### config.mk
export PLATFORM = sky130hd
export DESIGN_NAME = ysyx_25030093_ifu
export DESIGN_NICKNAME = d
export VERILOG_FILES = /design/src/rtl/ysyx_25030093_ifu.sv
export SDC_FILE = /design/constraint.sdc
export NUM_CORES = 1
export LEC_CHECK = 0
export BUFFER_PORTS_ARGS = -buffer_cell sky130_fd_sc_hd__buf_2
export CORE_ASPECT_RATIO = 1.1
export CORE_MARGIN = 10
export CORE_UTILIZATION = 49
export DETAILED_ROUTE_END_ITERATION = 10
export PLACE_DENSITY = 0.82
export SLEW_MARGIN = 0
export SYNTH_ARGS = -nofsm -noshare
export SYNTH_HDL_FRONTEND = slang
export SYNTH_SLANG_ARGS = --single-unit
### constraint.sdc
create_clock -name clock -period 5.35 [get_ports clock]
set_input_delay 0 -clock clock [delete_from_list [all_inputs] [get_ports clock]]
set_output_delay 0 -clock clock [all_outputs]
set_load 0.01 [all_outputs]
### src/rtl/ysyx_25030093_ifu.sv
// Instruction fetch unit: issues one read per accepted PC and returns the word to decode.
// A read that never answers times out into a fault, and its late response is drained and dropped.
module ysyx_25030093_ifu #(
    parameter int          TIMEOUT    = 255,
    parameter logic [31:0] FAULT_INST = 32'h0000_0013
) (
    input  logic        clock,
    input  logic        reset,
    input  logic [31:0] pc,
    input  logic        in_valid_pc,
    output logic [31:0] araddr,
    output logic        arvalid,
    input  logic        arready,
    input  logic        rvalid,
    input  logic [31:0] rdata,
    input  logic [1:0]  rresp,
    output logic        rready,
    output logic [31:0] inst,
    output logic [31:0] inst_pc,
    output logic        out_valid_IFU,
    input  logic        in_ready_IDU,
    output logic        fetch_fault,
    output logic        busy
);

    typedef enum logic [1:0] {
        S_IDLE,
        S_AR,
        S_R,
        S_OUT
    } state_e;

    // The timeout fires on the edge that ends the TIMEOUT-th response-less R cycle.
    localparam logic [8:0] WAIT_LAST = 9'(TIMEOUT - 1);

    state_e      r_state;
    state_e      w_state_next;
    logic [31:0] r_araddr;
    logic [31:0] r_inst;
    logic [31:0] r_inst_pc;
    logic        r_fault;
    logic        r_drain;
    logic [8:0]  r_wait_cnt;

    logic        w_accept;
    logic        w_misaligned;
    logic        w_ar_fire;
    logic        w_r_fire;
    logic        w_timeout;
    logic        w_drain_done;

    assign w_misaligned = (pc[1:0] != 2'b00);
    assign w_accept     = (r_state == S_IDLE) && in_valid_pc && !r_drain;
    assign w_ar_fire    = (r_state == S_AR) && arready;
    assign w_r_fire     = (r_state == S_R) && rvalid;
    assign w_timeout    = (r_state == S_R) && !rvalid && (r_wait_cnt == WAIT_LAST);
    assign w_drain_done = r_drain && rvalid;

    // NOTE: state and datapath registers use non-blocking assignments so every
    // register samples the pre-edge values, independent of statement order.
    always_ff @(posedge clock or posedge reset) begin
        if (reset) begin
            r_state <= S_IDLE;
        end else begin
            r_state <= w_state_next;
        end
    end

    // NOTE: the next-state default is assigned first so no path through the case
    // leaves it unassigned, which would otherwise infer a latch.
    always_comb begin
        w_state_next = r_state;
        case (r_state)
            S_IDLE: begin
                if (w_accept) begin
                    w_state_next = w_misaligned ? S_OUT : S_AR;
                end
            end
            S_AR: begin
                if (arready) begin
                    w_state_next = S_R;
                end
            end
            S_R: begin
                if (rvalid || w_timeout) begin
                    w_state_next = S_OUT;
                end
            end
            S_OUT: begin
                if (in_ready_IDU) begin
                    w_state_next = S_IDLE;
                end
            end
            default: w_state_next = S_IDLE;
        endcase
    end

    // NOTE: every datapath register is cleared by the asynchronous reset, since
    // inst, inst_pc and araddr must read zero immediately after reset asserts.
    always_ff @(posedge clock or posedge reset) begin
        if (reset) begin
            r_araddr   <= 32'h0;
            r_inst     <= 32'h0;
            r_inst_pc  <= 32'h0;
            r_fault    <= 1'b0;
            r_drain    <= 1'b0;
            r_wait_cnt <= 9'h0;
        end else begin
            if (w_accept) begin
                r_araddr  <= pc;
                r_inst_pc <= pc;
                r_fault   <= w_misaligned;
                if (w_misaligned) begin
                    r_inst <= FAULT_INST;
                end
            end

            if (w_r_fire) begin
                r_inst  <= rdata;
                r_fault <= (rresp != 2'b00);
            end else if (w_timeout) begin
                r_inst  <= FAULT_INST;
                r_fault <= 1'b1;
            end

            if (w_ar_fire) begin
                r_wait_cnt <= 9'h0;
            end else if ((r_state == S_R) && !rvalid) begin
                r_wait_cnt <= r_wait_cnt + 9'd1;
            end

            // The abandoned read still owes one response; swallow it before the next fetch.
            if (w_timeout) begin
                r_drain <= 1'b1;
            end else if (w_drain_done) begin
                r_drain <= 1'b0;
            end
        end
    end

    assign araddr        = r_araddr;
    assign arvalid       = (r_state == S_AR);
    assign rready        = (r_state == S_R) || r_drain;
    assign inst          = r_inst;
    assign inst_pc       = r_inst_pc;
    assign out_valid_IFU = (r_state == S_OUT);
    assign fetch_fault   = r_fault;
    assign busy          = (r_state != S_IDLE);

endmodule

Word level (Yosys, flattened, before mapping)

Cells that the tools add are included.

Add/sub/neg operators: 1
Multiply operators: 0
Divide/modulo/power cells: 0
$lt $le $gt $ge: 0
Equal/unequal tests: 8
Shifts and indexed selects: 0
Muxes and demuxes: 17
Bitwise logic cells: 0
Reduce and logical (&&, ||, !) cells: 21

Operators with widths:

| operator              | number |
|---|---|
| $mux W32              | 4 |
| $mux W9               | 2 |
| $mux W2               | 5 |
| $reduce_bool A2 Y1    | 5 |
| $add A9 B1 Y9 const B | 1 |
| $eq A9 B8 Y1 const B  | 1 |
| $pmux W2 S4           | 1 |
| $logic_and A1 B1 Y1   | 7 |
| $reduce_bool A3 Y1    | 2 |
| $mux W1               | 5 |
| $eq A2 B2 Y1 const B  | 2 |
| $ne A2 B1 Y1 const B  | 2 |
| $ne A2 B2 Y1 const B  | 2 |
| $reduce_and A4 Y1     | 1 |
| $eq A2 B1 Y1 const B  | 1 |
| $logic_not A1 Y1      | 2 |
| $logic_not A2 Y1      | 1 |
| $logic_or A1 B1 Y1    | 2 |
| $reduce_and A2 Y1     | 1 |

Bits in registers: 77
Bits in latches: 0
Memory bits (writable): 0
ROM bits: 0
Output and inout bits: 101
Memories: 0

Depth between registers and ports, before layout

Depth in word-level cells: 6
Depth in mapped cells: 7
Mapped depth without buffers: 6

Worst setup path after synthesis

No wires, ideal clock.

Path type: reg2reg
Start point: register r_state[0]
End point: register r_inst[21], in the netlist inst[21]
Setup time: 0.121 ns
Arrival: 1.472 ns
Required time: 5.229 ns
Path slack: 3.757 ns
Stages on the path, launching flop included: 8
Buffers on the path: 3
Clock period less this slack: 1.593 ns
Cell sequence: dfrtp_1 -> inv_1 -> ha_1 -> buf_4 -> and2_1 -> buf_2 -> buf_2 -> a22o_1

Cells in the longest elaborated chain, start to end: 5

RTL lines:

| what                                                            | line       | text |
|---|---|---|
| from (decl)                                                     | 36         | `state_e r_state;` |
| from (signal assigned)                                          | 65         | `r_state <= w_state_next;` |
| $eq A2 B2 Y1 or $logic_not A2 Y1 (tied branches)                | 55, 56, 53 |  |
| $logic_and A1 B1 Y1, on equally long branches (2 in a row)      | 56, 53     |  |
| $reduce_bool A3 Y1 (no source line) or $mux W32 (tied branches) | -          |  |
| $reduce_and A2 Y1 (no source line) or $mux W32 (tied branches)  | -          |  |
| to (signal assigned)                                            | 119        | `r_inst <= rdata;` |
| to (decl)                                                       | 39         | `logic [31:0] r_inst;` |

Parallel ways exist; a longest one is shown, timed or not.
A chain may end at the register's enable or synchronous reset.

Final worst setup path

Start point: register r_state[0]
End point: register r_inst[18], in the netlist inst[18]

The elaborated chain is that of the path after synthesis.

==> impl_metrics.env <==
export IMPL_r2r_setup_slack_ns=2.94
export IMPL_num_vias=2846
export IMPL_most_common_layout_cells="buf_2 (172), dfrtp_1 (77), dlygate4sd3_1 (68)"
export IMPL_core_area_sq_mm=0.006671
export IMPL_r2r_start="r_state[0]$_DFFE_PP0P_"
export IMPL_endpoint_kind="register"
export IMPL_intPower_w=0.001620
export IMPL_antenna_cells=0
export IMPL_cts_tree="built"
export IMPL_start_util_pct=51.28
export IMPL_fillCellCount=388
export IMPL_drtIter0Drc=90
export IMPL_root_buffer="clkbuf_8"
export IMPL_finalCritPeriodShare_pct=45.03
export IMPL_hpwl_um=7107
export IMPL_synth_cells=264
export IMPL_grt_util_all_layers_pct=20.38
export IMPL_crit_fanout=34
export IMPL_path_clk_slew_ns=0.09
export IMPL_drive_gt1_share_pct=48.43
export IMPL_nNetsFinal=553
export IMPL_layout_commonest_cell="buf_2"
export IMPL_die_w_um=99.67
export IMPL_synthesis_nets=343
export IMPL_synth_top_cell_by_area="dfrtp_1"
export IMPL_p_per_area_mw_per_mm2=539.0
export IMPL_min_path_type="in -> reg"
export IMPL_fin_cells=561
export IMPL_worstRegToRegCells=7
export IMPL_num_rows=31
export IMPL_skew_ns=0.01595
export IMPL_portBuffers=172
export IMPL_route_detailed_drc=0
export IMPL_cap_violations=0
export IMPL_synth_area_leaders="dfrtp_1 (56%), mux2_2 (11%), a22o_1 (7.4%)"
export IMPL_die_y_um=107.6
export IMPL_clk_insertion_delay_late_ns=0.34
export IMPL_setup_viol=0
export IMPL_cp_required_ns=5.57
export IMPL_synth_edff_count=0
export IMPL_finalCriticalPeriod_ns=2.409
export IMPL_cts_sinks=77
export IMPL_numCtsBuffers=9
export IMPL_slew_headroom_pct=28.03
export IMPL_hold_viol=0
export IMPL_switchingPower_w=0.001059
export IMPL_ys_flop_type="dfrtp_1"
export IMPL_cp_data_arrival_time_ns=2.63
export IMPL_tightestPinTransition_ns=1.079
export IMPL_syn_area_sq_mm=0.003421
export IMPL_wl_per_cell_um=19.84
export IMPL_ant_nets=0
export IMPL_worstSetupPathType="reg -> reg"
export IMPL_antenna_found_initial=0
export IMPL_io_pins=173
export IMPL_peakVddDrop_uv=343.2
export IMPL_die_area_sq_mm=0.01073
export IMPL_fmax_mhz=415.1
export IMPL_routed_via_density=5.073
export IMPL_areaGrowthSynthToFinish_pct=45.32
export IMPL_worstHoldPathCells=4
export IMPL_synthArstFlopShare_pct=100.0
export IMPL_synth_top_area_share_pct=56.33
export IMPL_first_global_vias=3201
export IMPL_status="complete, no violations"
export IMPL_min_delay_start="in_ready_IDU"
export IMPL_post_synth_num_cell_types=34
export IMPL_seq_area_frac_synth_pct=56.33
export IMPL_leakage_nw=2.549
export IMPL_synth_warnings=0
export IMPL_p_comb_share_pct=45.3
export IMPL_hold_end="r_state[0]$_DFFE_PP0P_"
export IMPL_syn_avg_cell_area_sq_um=12.96
export IMPL_rsz0062_at_grt="false"
export IMPL_tns_ns=0
export IMPL_start_kind="register"
export IMPL_overflow=0
export IMPL_dp_cells=477
export IMPL_routabilityCongestion=0.7315
export IMPL_sequentialPowerShare_pct=38.0
export IMPL_clk_path_buf_depth=2
export IMPL_htree_levels=3
export IMPL_grt_pass1_wl_um=17470
export IMPL_sw_frac_of_total_pct=39.53
export IMPL_drtPass1Iterations=4
export IMPL_finalPower_w=0.002679
export IMPL_multi_input_area_sq_mm=0.001135
export IMPL_ys_seq_elements=77
export IMPL_drv_slew=0
export IMPL_reg2reg_to="inst[18]$_DFFE_PP0P_"
export IMPL_p_clk_share_pct=16.7
export IMPL_postRouteWirelength_um=11130
export IMPL_ff_latch_area_sq_mm=0.001927
export IMPL_grt_max_degree=78
through the flow:
stage	cell area (sq um)	setup slack, ns	util (%)	hold WS, ns
after floorplan	3421	3.383	-	0.06314
after detailed placement	4085	2.904	61.23	0.2272
final	4971	2.941	74.51	0.1438
after CTS	4971	2.905	74.51	0.1353
after global routing	4971	2.718	74.51	0.1977
after global placement	4085	3.042	61.23	0.2187
logic make-up (layout without fill, tap and decap cells):
family	after synthesis	count (layout)	synth area share, %
mux	33	33	10.86
compound gates	46	46	12.07
buf+inv	55	270	10.50
simple gates	38	38	5.633
fa+ha+maj	7	7	2.560
flops	77	77	56.33
xor+xnor	8	8	2.048
flip-flops by register name (all words and copies together), names as in the netlist:
register,flops
inst_pc,32
r_state,2
r_drain,1
r_wait_cnt,9
fetch_fault,1
inst,32
power by group through the flow:
stage / combinational (W) / sequential [W] / clock [W]
final: 0.00121 / 0.00102 / 0.000448
after global routing: 0.00132 / 0.00105 / 0.000477
after CTS: 0.00121 / 0.000993 / 0.000459
after detailed placement: 0.00117 / 0.000999 / 0
after global placement: 0.00114 / 0.000987 / 0
after floorplan: 0.000724 / 0.00110 / 0
worst max-delay path, cell delays in order, from the launching register on:
cell	delay (ns)
dfrtp_1	0.41
inv_1	0.13
ha_1	0.22
nand3b_2	0.63
nor2_1	0.38
a21oi_2	0.05
buf_4	0.24
a22o_1	0.22
synth_stat cells, drive strengths merged, types with 3 or more instances:
| master | number |
|---|---|
| inv | 12 |
| mux2 | 33 |
| xnor2 | 6 |
| a211oi | 3 |
| buf | 42 |
| ha | 7 |
| nand2 | 7 |
| nor2 | 18 |
| a22o | 29 |
| a21oi | 7 |
| dfrtp | 77 |
metal layers:
metal	part of all wire, %	vias up	GRT usage, %
li1	-	1304	-
met1	36	1389	20.78
met2	54	143	38.39
met3	8.2	10	7.001
met4	1.0	0	5.123
met5	0	-	0
worst max path at each step:
stage / start / endpoint / slack (ns)
final: r_state[0]$_DFFE_PP0P_ / inst[18]$_DFFE_PP0P_ / 2.94
after global routing: r_state[0]$_DFFE_PP0P_ / inst[14]$_DFFE_PP0P_ / 2.72
after CTS: r_state[0]$_DFFE_PP0P_ / inst[18]$_DFFE_PP0P_ / 2.90
after detailed placement: r_state[0]$_DFFE_PP0P_ / inst[18]$_DFFE_PP0P_ / 2.90
after global placement: r_state[0]$_DFFE_PP0P_ / inst[10]$_DFFE_PP0P_ / 3.04
after floorplan: reset / fetch_fault$_DFFE_PP0P_ / 3.38
what timing repair did:
action	4_1_cts	5_1_grt
gates resized for setup	0	0
buffers inserted	0	0
hold buffers	68	0
endpoints found under the hold margin	143	0
final cells by class:
class / instances / share of cell area, %
inverter: 12 / 0.9061
sequential: 77 / 38.76
clock inverter: 7 / 1.636
tap: 82 / 2.064
clock buffer: 9 / 2.492
timing repair buffer: 242 / 31.31
multi-input combinational: 132 / 22.83
No activity file was read; power rests on OpenSTA's default activity.
